===== config.mk =====
export PLATFORM = sky130hd
export DESIGN_NAME = esp32_spi_connector_flat
export DESIGN_NICKNAME = d
export VERILOG_FILES = /design/src/rtl/esp32_spi_connector_pkg.sv /design/src/rtl/esp32_spi_connector_if.sv /design/src/rtl/esp32_spi_connector_byte_shifter.sv /design/src/rtl/esp32_spi_connector.sv /design/src/flat_wrapper.sv
export SDC_FILE = /design/constraint.sdc
export NUM_CORES = 2
export LEC_CHECK = 0
export CORE_UTILIZATION = 40
export CTS_BUF_LIST = sky130_fd_sc_hd__clkbuf_8 sky130_fd_sc_hd__clkbuf_16
export CTS_CLUSTER_SIZE = 10
export DETAILED_ROUTE_END_ITERATION = 12
export PLACE_DENSITY = 0.65
export SYNTH_ARGS = -nofsm -noshare
export SYNTH_HDL_FRONTEND = slang
export SYNTH_SLANG_ARGS = --single-unit

===== constraint.sdc =====
create_clock -name clk -period 7.1 [get_ports clk]
set_input_delay 0.71 -clock clk [delete_from_list [all_inputs] [get_ports clk]]
set_output_delay 0.71 -clock clk [all_outputs]
set_load 0.05 [all_outputs]

===== src/rtl/esp32_spi_connector_pkg.sv =====
`default_nettype none
// ----------------------------------------------------------------------------
// esp32_spi_pkg : shared frame states, protocol constants, CRC-8 helper. Rev 1.0
// ----------------------------------------------------------------------------
package esp32_spi_pkg;

  typedef enum logic [3:0] {
    ST_HUNT, ST_SYNC1, ST_OPC, ST_WDATA, ST_RDATA, ST_SUB0, ST_A0, ST_A1,
    ST_A2, ST_L0, ST_L1, ST_XWR, ST_XDUMMY, ST_XRD, ST_XCRC
  } frame_state_t;

  localparam logic [7:0] SYNC_B0   = 8'hA5;
  localparam logic [7:0] SYNC_B1   = 8'h5A;
  localparam logic [6:0] XFER_OPC  = 7'h7F;
  localparam logic [7:0] PROTO_VER = 8'h01;
  localparam logic [7:0] DEV_ID    = 8'hA2;
  localparam logic [7:0] CRC8_POLY = 8'h07;

  localparam int SUB0_DIR       = 0;
  localparam int SUB0_SPACE_LSB = 1;
  localparam int SUB0_SPACE_MSB = 3;
  localparam int SUB0_INC       = 4;
  localparam int SUB0_CRC       = 5;

  function automatic logic [7:0] crc8_update(input logic [7:0] crc, input logic [7:0] data);
    logic [7:0] c;
    c = crc ^ data;
    for (int i = 0; i < 8; i++) begin
      c = c[7] ? ((c << 1) ^ CRC8_POLY) : (c << 1);
    end
    return c;
  endfunction

endpackage
`default_nettype wire


===== src/rtl/esp32_spi_connector_if.sv =====
`default_nettype none
// ----------------------------------------------------------------------------
// esp32_spi_connector_if : 3-wire SPI bundle between ESP32 host and FPGA. Rev 1.0
// ----------------------------------------------------------------------------
interface esp32_spi_connector_if;
  logic sclk;
  logic mosi;
  logic miso;

  modport master (output sclk, output mosi, input miso);
  modport slave  (input sclk, input mosi, output miso);
endinterface
`default_nettype wire


===== src/rtl/esp32_spi_connector_byte_shifter.sv =====
`default_nettype none
// ----------------------------------------------------------------------------
// spi_byte_shifter : oversampled SPI mode-0 bit engine with idle timeout. Rev 1.0
// ----------------------------------------------------------------------------
module spi_byte_shifter #(
  parameter int IDLE_TO_CYC = 5_400_000
) (
  input  logic       clk,
  input  logic       rst,
  input  logic       i_sclk,
  input  logic       i_mosi,
  input  logic       i_tx_load,
  input  logic [7:0] i_tx_data,
  output logic       o_byte_vld,
  output logic [7:0] o_byte,
  output logic       o_idle_to,
  output logic       o_miso
);

  localparam int              CNT_W       = $clog2(IDLE_TO_CYC + 1);
  localparam logic [CNT_W-1:0] C_IDLE_LAST = CNT_W'(IDLE_TO_CYC - 1);
  localparam logic [CNT_W-1:0] C_IDLE_MAX  = CNT_W'(IDLE_TO_CYC);

  logic [2:0]       r_sclk_sync;
  logic [1:0]       r_mosi_sync;
  logic [2:0]       r_bit_cnt;
  logic [7:0]       r_rx_sh;
  logic [7:0]       r_tx_sh;
  logic             r_byte_vld;
  logic             r_miso;
  logic [CNT_W-1:0] r_idle_cnt;
  logic             w_rise;
  logic             w_fall;
  logic             w_idle_to;

  assign w_rise    = r_sclk_sync[1] & ~r_sclk_sync[2];
  assign w_fall    = ~r_sclk_sync[1] & r_sclk_sync[2];
  assign w_idle_to = !(w_rise || w_fall) && (r_idle_cnt == C_IDLE_LAST);

  always_ff @(posedge clk) begin
    if (rst) begin
      r_sclk_sync <= '0;
      r_mosi_sync <= '0;
      r_idle_cnt  <= '0;
    end else begin
      r_sclk_sync <= {r_sclk_sync[1:0], i_sclk};
      r_mosi_sync <= {r_mosi_sync[0], i_mosi};
      // Counter saturates so the timeout fires once per idle period
      if (w_rise || w_fall) begin
        r_idle_cnt <= '0;
      end else if (r_idle_cnt != C_IDLE_MAX) begin
        r_idle_cnt <= r_idle_cnt + CNT_W'(1);
      end
    end
  end

  always_ff @(posedge clk) begin
    if (rst) begin
      r_bit_cnt  <= '0;
      r_rx_sh    <= '0;
      r_byte_vld <= 1'b0;
    end else begin
      r_byte_vld <= w_rise && (r_bit_cnt == 3'd7);
      if (w_idle_to) begin
        r_bit_cnt <= '0;
      end else if (w_rise) begin
        r_rx_sh   <= {r_rx_sh[6:0], r_mosi_sync[1]};
        r_bit_cnt <= r_bit_cnt + 3'd1;
      end
    end
  end

  always_ff @(posedge clk) begin
    if (rst) begin
      r_tx_sh <= '0;
      r_miso  <= 1'b0;
    end else begin
      r_miso <= r_tx_sh[7];
      if (w_idle_to) begin
        r_tx_sh <= '0;
      end else if (i_tx_load) begin
        r_tx_sh <= i_tx_data;
      end else if (w_fall && (r_bit_cnt != 3'd0)) begin
        r_tx_sh <= {r_tx_sh[6:0], 1'b0};
      end
    end
  end

  assign o_byte_vld = r_byte_vld;
  assign o_byte     = r_rx_sh;
  assign o_idle_to  = w_idle_to;
  assign o_miso     = r_miso;

endmodule
`default_nettype wire


===== src/rtl/esp32_spi_connector.sv =====
`default_nettype none
// ----------------------------------------------------------------------------
// esp32_spi_connector : SPI slave with register map and 256-byte XFER portal. Rev 1.0
// ----------------------------------------------------------------------------
module esp32_spi_connector
  import esp32_spi_pkg::*;
#(
  parameter int USE_SYNC    = 1,
  parameter int USE_CRC     = 0,
  parameter int IDLE_TO_CYC = 5_400_000
) (
  input  logic                  clk,
  input  logic                  rst,
  esp32_spi_connector_if.slave  spi
);

  frame_state_t r_state, w_state_nxt;
  logic        w_byte_vld, w_idle_to, w_tx_load, w_miso;
  logic [7:0]  w_byte, w_tx_data, w_reg_rdata, w_rd_byte;
  logic        w_at_opc, w_crc_on, w_len_last, w_mem_we, w_scratch_wr;
  logic [6:0]  r_reg;
  logic        r_dir, r_inc, r_crc_en, r_crc_err;
  logic [2:0]  r_space;
  logic [7:0]  r_addr;
  logic [15:0] r_len;
  logic [7:0]  r_crc;
  logic [7:0]  r_scratch [16];
  logic [7:0]  r_mem [256];
  logic [7:0]  r_mem_q;

  spi_byte_shifter #(.IDLE_TO_CYC(IDLE_TO_CYC)) u_shifter (
    .clk        (clk),
    .rst        (rst),
    .i_sclk     (spi.sclk),
    .i_mosi     (spi.mosi),
    .i_tx_load  (w_tx_load),
    .i_tx_data  (w_tx_data),
    .o_byte_vld (w_byte_vld),
    .o_byte     (w_byte),
    .o_idle_to  (w_idle_to),
    .o_miso     (w_miso)
  );
  assign spi.miso = w_miso;

  assign w_at_opc     = (r_state == ST_OPC) || ((r_state == ST_HUNT) && (USE_SYNC == 0));
  assign w_crc_on     = (USE_CRC != 0) && r_crc_en;
  assign w_len_last   = (r_len == 16'd1);
  assign w_rd_byte    = (r_space == 3'd0) ? r_mem_q : 8'h00;
  assign w_scratch_wr = (r_reg[6:4] == 3'd0) && (r_reg[3:0] >= 4'h6);
  assign w_mem_we     = w_byte_vld && !w_idle_to && !rst && (r_state == ST_XWR) && (r_space == 3'd0);

  always_comb begin
    w_reg_rdata = 8'h00;
    if (w_byte[6:0] == 7'h00)      w_reg_rdata = DEV_ID;
    else if (w_byte[6:0] == 7'h04) w_reg_rdata = PROTO_VER;
    else if (w_byte[6:0] == 7'h05) w_reg_rdata = {7'd0, r_crc_err};
    else if ((w_byte[6:4] == 3'd0) && (w_byte[3:0] >= 4'h6)) w_reg_rdata = r_scratch[w_byte[3:0]];
  end

  always_ff @(posedge clk) begin
    if (rst) r_state <= ST_HUNT;
    else     r_state <= w_state_nxt;
  end

  always_comb begin
    w_state_nxt = r_state;
    w_tx_load   = 1'b0;
    w_tx_data   = 8'h00;
    if (w_idle_to) begin
      w_state_nxt = ST_HUNT;
    end else if (w_byte_vld) begin
      if (w_at_opc) begin
        if (w_byte[6:0] == XFER_OPC) begin
          w_state_nxt = ST_SUB0;
        end else if (w_byte[7]) begin
          w_state_nxt = ST_RDATA;
          w_tx_load   = 1'b1;
          w_tx_data   = w_reg_rdata;
        end else begin
          w_state_nxt = ST_WDATA;
        end
      end else begin
        case (r_state)
          ST_HUNT:  if (w_byte == SYNC_B0) w_state_nxt = ST_SYNC1;
          ST_SYNC1: begin
            if (w_byte == SYNC_B1)      w_state_nxt = ST_OPC;
            else if (w_byte != SYNC_B0) w_state_nxt = ST_HUNT;
          end
          ST_SUB0:  w_state_nxt = ST_A0;
          ST_A0:    w_state_nxt = ST_A1;
          ST_A1:    w_state_nxt = ST_A2;
          ST_A2:    w_state_nxt = ST_L0;
          ST_L0:    w_state_nxt = ST_L1;
          ST_L1: begin
            if ({w_byte, r_len[7:0]} == 16'd0) w_state_nxt = ST_HUNT;
            else if (r_dir)                    w_state_nxt = ST_XDUMMY;
            else                               w_state_nxt = ST_XWR;
          end
          ST_XDUMMY: begin
            w_state_nxt = ST_XRD;
            w_tx_load   = 1'b1;
            w_tx_data   = w_rd_byte;
          end
          ST_XRD: begin
            if (!w_len_last) begin
              w_tx_load = 1'b1;
              w_tx_data = w_rd_byte;
            end else if (w_crc_on) begin
              w_state_nxt = ST_XCRC;
              w_tx_load   = 1'b1;
              w_tx_data   = r_crc;
            end else begin
              w_state_nxt = ST_HUNT;
            end
          end
          ST_XWR: begin
            if (w_len_last) w_state_nxt = w_crc_on ? ST_XCRC : ST_HUNT;
          end
          default: w_state_nxt = ST_HUNT;
        endcase
      end
    end
  end

  // Only addr[7:0] reaches the 256-byte memory, so A1/A2 are consumed but not kept
  always_ff @(posedge clk) begin
    if (rst) begin
      r_reg     <= '0;
      r_dir     <= 1'b0;
      r_space   <= '0;
      r_inc     <= 1'b0;
      r_crc_en  <= 1'b0;
      r_addr    <= '0;
      r_len     <= '0;
      r_crc     <= '0;
      r_crc_err <= 1'b0;
      for (int i = 0; i < 16; i++) r_scratch[i] <= '0;
    end else if (w_byte_vld && !w_idle_to) begin
      if (w_at_opc) begin
        r_reg <= w_byte[6:0];
        if (w_byte[7] && (w_byte[6:0] == 7'h05)) r_crc_err <= 1'b0;
      end else begin
        case (r_state)
          ST_WDATA: if (w_scratch_wr) r_scratch[r_reg[3:0]] <= w_byte;
          ST_SUB0: begin
            r_dir    <= w_byte[SUB0_DIR];
            r_space  <= w_byte[SUB0_SPACE_MSB:SUB0_SPACE_LSB];
            r_inc    <= w_byte[SUB0_INC];
            r_crc_en <= w_byte[SUB0_CRC];
            r_crc    <= '0;
          end
          ST_A0: r_addr       <= w_byte;
          ST_L0: r_len[7:0]   <= w_byte;
          ST_L1: r_len[15:8]  <= w_byte;
          ST_XDUMMY: begin
            r_crc <= crc8_update(r_crc, w_rd_byte);
            if (r_inc) r_addr <= r_addr + 8'd1;
          end
          ST_XRD: begin
            r_len <= r_len - 16'd1;
            if (!w_len_last) begin
              r_crc <= crc8_update(r_crc, w_rd_byte);
              if (r_inc) r_addr <= r_addr + 8'd1;
            end
          end
          ST_XWR: begin
            r_len <= r_len - 16'd1;
            r_crc <= crc8_update(r_crc, w_byte);
            if (r_inc) r_addr <= r_addr + 8'd1;
          end
          ST_XCRC: if (!r_dir && (w_byte != r_crc)) r_crc_err <= 1'b1;
          default: ;
        endcase
      end
    end
  end

  always_ff @(posedge clk) begin
    if (w_mem_we) r_mem[r_addr] <= w_byte;
    r_mem_q <= r_mem[r_addr];
  end

endmodule
`default_nettype wire


===== src/flat_wrapper.sv =====
// flat-port wrapper written by rule: the top's interface ports become plain ports
module esp32_spi_connector_flat import esp32_spi_pkg::*;
#(
  parameter int USE_SYNC    = 1,
  parameter int USE_CRC     = 0,
  parameter int IDLE_TO_CYC = 5_400_000
)
  (clk, rst, spi_sclk, spi_mosi, spi_miso);
  esp32_spi_connector_if spi_i ();
  input  logic clk;
  input  logic rst;
  input wire logic [$bits(spi_i.sclk)-1:0] spi_sclk;
  input wire logic [$bits(spi_i.mosi)-1:0] spi_mosi;
  output wire logic [$bits(spi_i.miso)-1:0] spi_miso;
  assign spi_i.sclk = spi_sclk;
  assign spi_i.mosi = spi_mosi;
  assign spi_miso = spi_i.miso;
  esp32_spi_connector #(.USE_SYNC(USE_SYNC), .USE_CRC(USE_CRC), .IDLE_TO_CYC(IDLE_TO_CYC)) u_core (.clk(clk), .rst(rst), .spi(spi_i));
endmodule

After elaboration in Yosys (flattened, before gate mapping)
Memories as Yosys holds them, arrays and structs flattened. A register that Yosys moved wholly into a read port is not among the register bits.
Cells that the tools add are included.
{"block": "word_totals", "reg_bits": 98, "latch_bits": 0, "ramBits": 2176, "rom_bits": 0, "in_bits": 4, "output_inout_bits": 1, "word_cells": 195, "n_memories": 2}
{"name": "u_core.r_mem", "depth": 256, "width": 8, "read_ports": 1, "rd_ports_with_merged_regs": 1, "write_ports": 1, "line_no": "esp32_spi_connector.sv:28", "rtl": "logic [7:0] r_mem [256];"}
{"name": "u_core.r_scratch", "depth": 16, "width": 8, "read_ports": 1, "rd_ports_with_merged_regs": 1, "write_ports": 16, "line_no": "esp32_spi_connector.sv:27", "rtl": "logic [7:0] r_scratch [16];"}
{"block": "op_classes", "add_sub_neg": 4, "n_mul": 0, "n_div": 0, "n_lt_le_gt_ge": 2, "n_eq_ne": 29, "n_shift": 0, "mux": 72, "n_bitwise": 24, "n_reduce_logical": 44}
{"op": "two-way mux 8 bit", "count": 16}
{"op": "two-way mux 3 bit", "count": 19}
{"op": "inverter 3 bit", "count": 16}
{"op": "one-hot mux 8 bit (2 select lines)", "count": 3}
{"op": "one-hot mux 4 bit (10 select lines)", "count": 1}
{"op": "two-way mux 4 bit", "count": 9}
{"op": "one-hot mux 8 bit (4 select lines)", "count": 1}
{"op": "equality test 4 bit, second input constant", "count": 7}
{"op": "one-hot mux 8 bit (3 select lines)", "count": 1}
{"op": "adder 23 x 1 -> 23 bit, second input constant", "count": 1}
{"op": "equality test 23 bit, second input constant", "count": 1}
{"op": "!= test 23 bit, second input constant", "count": 1}
{"op": "two-way mux 1 bit", "count": 21}
{"op": "equality test 16 x 1 -> 1 bit, second input constant", "count": 1}
{"op": "zero test 16 bit", "count": 1}
{"op": "AND reduction 4 bit", "count": 4}
{"op": "subtractor 16 x 1 -> 16 bit, second input constant", "count": 1}
{"op": "XOR 8 bit", "count": 2}
{"op": "equality test 7 x 3 -> 1 bit, second input constant", "count": 2}
{"op": "equality test 4 x 3 -> 1 bit, second input constant", "count": 3}
{"op": "logical AND 1 bit", "count": 11}
{"op": "nonzero test 2 bit", "count": 5}
{"op": "zero test 3 bit", "count": 3}
{"op": "AND reduction 3 bit", "count": 3}
{"op": "27 further kinds", "count": 42}

Logic depth before layout (Yosys ltp)
{"block": "logic_depth", "depth_word": 21, "depth_mapped": 11, "ltp_nobuf": 8}

By module
A second synthesis with hierarchy kept.
{"block": "hier_totals", "hier_cells": 4774, "hier_area_um2": 90296.6}
{"module": "esp32_spi_connector", "n_inst": 1, "cells_per_inst": 4538, "area_each_um2": 88119.5}
{"module": "spi_byte_shifter", "n_inst": 1, "cells_per_inst": 236, "area_each_um2": 2177.1}

Worst setup path before layout
Ideal clock, no wire load.
{"block": "synth_path", "kind": "reg-to-reg", "start": "register u_core.u_shifter.r_rx_sh[2], in the netlist u_core.u_shifter.o_byte[2]", "end": "register u_core.r_crc_err", "arrival_ns": 5.345, "required_ns": 7.005, "slack_ns": 1.660, "stages_incl_launch_ff": 7, "n_path_buf": 0, "period_less_slack_ns": 5.440, "cell_sequence": "dfxtp_1 > xnor2_1 > ha_1 > and4_1 > a2111oi_0 > a21oi_1 > a311oi_1"}
{"block": "synth_between", "elab_chain_len": 4, "word_cells_on_any_way": 7, "classes_between": "eq/ne (3); reduce/logical (4)"}
{"item": "from (decl)", "line_no": "esp32_spi_connector_byte_shifter.sv:27", "rtl": "logic [7:0] r_rx_sh;"}
{"item": "from (signal assigned)", "line_no": "esp32_spi_connector_byte_shifter.sv:67", "rtl": "r_rx_sh <= {r_rx_sh[6:0], r_mosi_sync[1]};"}
{"item": "equality test 7 x 3 -> 1 bit or != test 8 bit (tied branches)", "line_no": "esp32_spi_connector.sv:141, esp32_spi_connector.sv:171"}
{"item": "logical AND 1 bit (on tied branches)", "line_no": "esp32_spi_connector.sv:141, esp32_spi_connector.sv:171"}
{"item": "!= test 2 bit (no line) or nonzero test 2 bit (tied branches)"}
{"item": "AND reduction 4 bit (no line) *"}
{"item": "to (signal assigned)", "line_no": "esp32_spi_connector.sv:136", "rtl": "r_crc_err <= 1'b0;"}
{"item": "to (signal assigned)", "line_no": "esp32_spi_connector.sv:141", "rtl": "if (w_byte[7] && (w_byte[6:0] == 7'h05)) r_crc_err <= 1'b0;"}
{"item": "to (signal assigned)", "line_no": "esp32_spi_connector.sv:171", "rtl": "ST_XCRC: if (!r_dir && (w_byte != r_crc)) r_crc_err <= 1'b1;"}
{"item": "to (decl)", "line_no": "esp32_spi_connector.sv:22", "rtl": "logic r_dir, r_inc, r_crc_en, r_crc_err;"}
Every way passes the cells marked *; elsewhere a longest branch is shown, timed or not.
A chain may end at the register's enable or synchronous reset.

Final worst setup path
{"block": "layout_path", "start": "register u_core.u_shifter.r_sclk_sync[1]", "end": "memory u_core.r_mem[194][0], enable pin"}
{"block": "layout_between", "elab_chain_len": 12, "word_cells_on_any_way": 13, "classes_between": "mux (2); bitwise (3); reduce/logical (8)"}
{"item": "from (decl)", "line_no": "esp32_spi_connector_byte_shifter.sv:24", "rtl": "logic [2:0] r_sclk_sync;"}
{"item": "from (signal assigned)", "line_no": "esp32_spi_connector_byte_shifter.sv:46", "rtl": "r_sclk_sync <= {r_sclk_sync[1:0], i_sclk};"}
{"item": "inverter 1 bit", "line_no": "esp32_spi_connector_byte_shifter.sv:37", "rtl": "assign w_fall = ~r_sclk_sync[1] & r_sclk_sync[2];"}
{"item": "AND 1 bit", "line_no": "esp32_spi_connector_byte_shifter.sv:37"}
{"item": "logical OR 1 bit *", "line_no": "esp32_spi_connector_byte_shifter.sv:38", "rtl": "assign w_idle_to = !(w_rise || w_fall) && (r_idle_cnt == C_IDLE_LAST);"}
{"item": "zero test 1 bit *", "line_no": "esp32_spi_connector_byte_shifter.sv:38"}
{"item": "logical AND 1 bit *", "line_no": "esp32_spi_connector_byte_shifter.sv:38"}
{"item": "zero test 1 bit *", "line_no": "esp32_spi_connector.sv:50", "rtl": "assign w_mem_we = w_byte_vld && !w_idle_to && !rst && (r_state == ST_XWR) && (r_space == 3'd0);"}
{"item": "logical AND 1 bit * (4 in series)", "line_no": "esp32_spi_connector.sv:50"}
{"item": "two-way mux 1 bit *", "line_no": "esp32_spi_connector.sv:179", "rtl": "if (w_mem_we) r_mem[r_addr] <= w_byte;"}
{"item": "two-way mux 1 bit (not written as such) *", "line_no": "esp32_spi_connector.sv:179"}
{"item": "to (decl)", "line_no": "esp32_spi_connector.sv:28"}
Marks and branches as above.

==> run_results.csv <==
group,metric,value,unit
timing,finalSetupViolCount,0,
floorplan,initial_core_util,0.403,
timing,clock.fmax,202,MHz
place,dp_hpwl,142000,um
critical_path,critPathMaxFanout,16,
drt,postRouteAntennaNets,0,
final_layout,reg_top3,"u_core.r_mem: 2048 flops, u_core.r_scratch: 128 flops, u_core.u_shifter.r_idle_cnt: 23 flops",
hold_path,hp-class,"in2reg",
synthesis,avgSynthCellArea,20.0,um2
timing,rsz0062_at_grt,"no",
synthesis,synth-main-ff-cell,"edfxtp_1",
floorplan,dieWidth,478,um
final_layout,regMostFlops,"u_core.r_mem",
run,drv_cap,0,
global_route,antenna_found_initial,5,
critical_path,cp-startpoint,"u_core.u_shifter.r_sclk_sync[1]",
clock_tree,clk_pin_slew,0.05,ns
timing,finalCriticalPeriod,4.95,ns
final_layout,postLayoutCellArea,102000,um2
timing,slew_headroom,0.157,
timing,clock_skew,0.0627,ns
drt,drtIter0Drc,6556,
clock_tree,clock_sinks,2286,
timing,hold_viol_final,0,
final_layout,area_growth,12.4,%
outcome,outcome,"finished, violations left",
floorplan,dieArea,228000,um2
synthesis,ys_types,79,
pwr,fin_total_pwr,27.0,mW
critical_path,r2r-start,"u_core.u_shifter.r_sclk_sync[1]",
hold_path,hp-start,"rst",
drt,drt-vias-per-instance,6.00,
synthesis,async_reset_ff_frac,0,
timing,worstMarginPinSlew,1.25,ns
outcome,violations,"DRC",
critical_path,worstSetupPathType,"reg2reg",
critical_path,cp_common_cell,"nand2_1",
floorplan,die_y,478,um
critical_path,end_kind,"register",
synthesis,synth_most_common_cell,"edfxtp_1",
clock_tree,cts_buffers,283,
clock_tree,cts_resized,0,
timing,drv_slew,0,
place,gp_congestion,0.875,
floorplan,rows,174,
synthesis,synth_area_leader_cell,"edfxtp_1",
critical_path,slowest_delay,1.07,ns
drt,wirelength,239000,um
clock_tree,cts_tree,"built",
final_layout,final_core_util,0.453,
final_layout,fin_nets,4718,
synthesis,yosys_warnings,0,
place,place_area,94200,um2
final_layout,multi_input_area,21800,um2
pwr,p_leak,31.8,nW
critical_path,worst_path_max_delay_cell,"and3_2",
floorplan,ioPinCount,5,
synthesis,syn_inst,4535,
synthesis,synth_top_area_share,0.721,
critical_path,worstSetupStartpointType,"register",
drt,vias,46611,
clock_tree,hold_buffers,0,
drt,firstDrtPassIters,10,
floorplan,core,225000,um2
place,port_buffers,4,
final_layout,largest_register_ffs,2048,
critical_path,r2r_setup_slack,2.15,ns
timing,fin_tns_setup,0,ns
final_layout,regArea,67600,um2
final_layout,drive_gt1_frac,0.227,
critical_path,worstPathRequired,7.59,ns
synthesis,synth_edf_count,2176,
global_route,grt_pass1_vias,45939,
final_layout,nFillCells,18438,
critical_path,critPathCapture,"u_core.r_mem[194][0]",
clock_tree,postCtsSetupRepairBufs,0,
synthesis,ys_seq_area_frac,0.746,
global_route,grt_max_degree,174,
clock_tree,clockBufferDepth,4,
drt,wl_per_cell,30.8,um
clock_tree,root_buffer,"clkbuf_16",
pwr,power_density,265,nW/um2
critical_path,reg2reg_to,"u_core.r_mem[194][0]",
timing,fin_crit_sh,0.697,
global_route,overflow,0,
synthesis,synth_area,90600,um2
synthesis,synthTopCellsByCount,"2176 x edfxtp_1, 598 x mux4_2, 383 x nor2_1, 152 x nand2_1, 117 x clkbuf_1",
pwr,peakVddDrop,0.243,mV
clock_tree,htree_levels,5,
critical_path,cp_cell_sequence,"inv_1, ha_1, nand2_1, nor4_1, buf_4, a211oi_1, and3_2, nand2_1, nor2_1",
global_route,grt_pass1_wl,344000,um
synthesis,synth-seq-cells,2286,
global_route,grt_usage,0.209,
drt,drc_errors,1,
synthesis,synth.top_cells.by_area,"edfxtp_1 72%, mux4_2 15%, dfxtp_1 2.4%",
critical_path,worstRegToRegCells,9,
critical_path,crit_arrival,5.44,ns
clock_tree,clock_latency,0.91,ns
## power breakdown
| group | leakage [nW] | total [mW] | switching, mW | internal [mW] |
|---|---|---|---|---|
| Sequential | 21.1 | 14.6 | 0.0152 | 14.6 |
| Clock | 3.91 | 12.3 | 5.09 | 7.23 |
| Combinational | 6.81 | 0.0867 | 0.0557 | 0.0310 |
| Total | 31.8 | 27.0 | 5.16 | 21.9 |
## worst min path at each step
| stage | to | slack [ns] | cells past startpoint |
|---|---|---|---|
| finish | u_core.u_shifter.r_mosi_sync[0] | 0.25 | 2 |
| detailed placement | u_core.u_shifter.r_sclk_sync[1] | 0.43 | 1 |
| floorplan | u_core.u_shifter.r_mosi_sync[1] | 0.41 | 1 |
| global route | u_core.u_shifter.r_mosi_sync[0] | 0.25 | 2 |
| global placement | u_core.u_shifter.r_sclk_sync[1] | 0.44 | 1 |
| CTS | u_core.u_shifter.r_mosi_sync[0] | 0.20 | 2 |
## per-layer routing
layer / wire (um) / global-route usage / share of wire
met1: 97500 / 0.302 / 0.41
met2: 107000 / 0.306 / 0.45
met3: 26100 / 0.0551 / 0.11
met4: 8680 / 0.0717 / 0.036
met5: 57 / 0 / 0.00024
## through the flow
stage | hold slack, ns | setup WS (ns) | cells
floorplan | 0.414 | 1.66 | 4582
CTS | 0.201 | 2.24 | 7764
global placement | 0.442 | 2.33 | 7404
global route | 0.246 | 2.11 | 7765
detailed placement | 0.430 | 2.26 | 7405
finish | 0.253 | 2.15 | 7765
## final cells by class
cell class,count,area share
antenna,1,0.0000246
clock buffer,292,0.0716
clock inverter,67,0.00291
inverter,27,0.00107
multi-input combinational,1998,0.214
sequential,2286,0.664
tap,2992,0.0368
timing repair buffer,102,0.00929
## cells in the final DEF (no fill, tap or decap), types with 16 or more instances in the layout
master and count:
edfxtp_1 2176, mux4_2 598, nor2_1 381, clkbuf_16 290, nand2_1 145, mux2i_1 102, dfxtp_1 97, buf_4 84
and2_1 75, inv_1 73, a21oi_1 67, a22oi_1 66, conb_1 48, o22ai_1 39, xnor2_1 37, nor3_1 34
o21ai_0 34, nand3_1 30, xor2_1 27, a211oi_1 27, nor4_1 24, mux2_2 21, nand4_1 18, nand2_2 16
ha_1 16
## critical path, delay by kind of cell (launching register included)
family | cells | cell delay [ns]
buffers and inverters | 2 | 0.24
flip-flops | 1 | 0.34
AND/OR/NAND/NOR | 5 | 2.81
adder cells (fa/ha/maj) | 1 | 0.32
AO/OA/AOI/OAI | 1 | 0.81
## kinds of logic after synthesis
logic type	after synthesis	share of synthesized area
xor gates and xnor gates	66	0.00669
muxes	721	0.163
adders and majority gates	16	0.00221
DFF	2286	0.746
other	1	0.0000414
AOI/OAI and AO/OA	327	0.0246
buffers and inverters	298	0.0159
and+or+nand+nor	820	0.0422
Note: power is estimated with default switching activity, not from simulation.
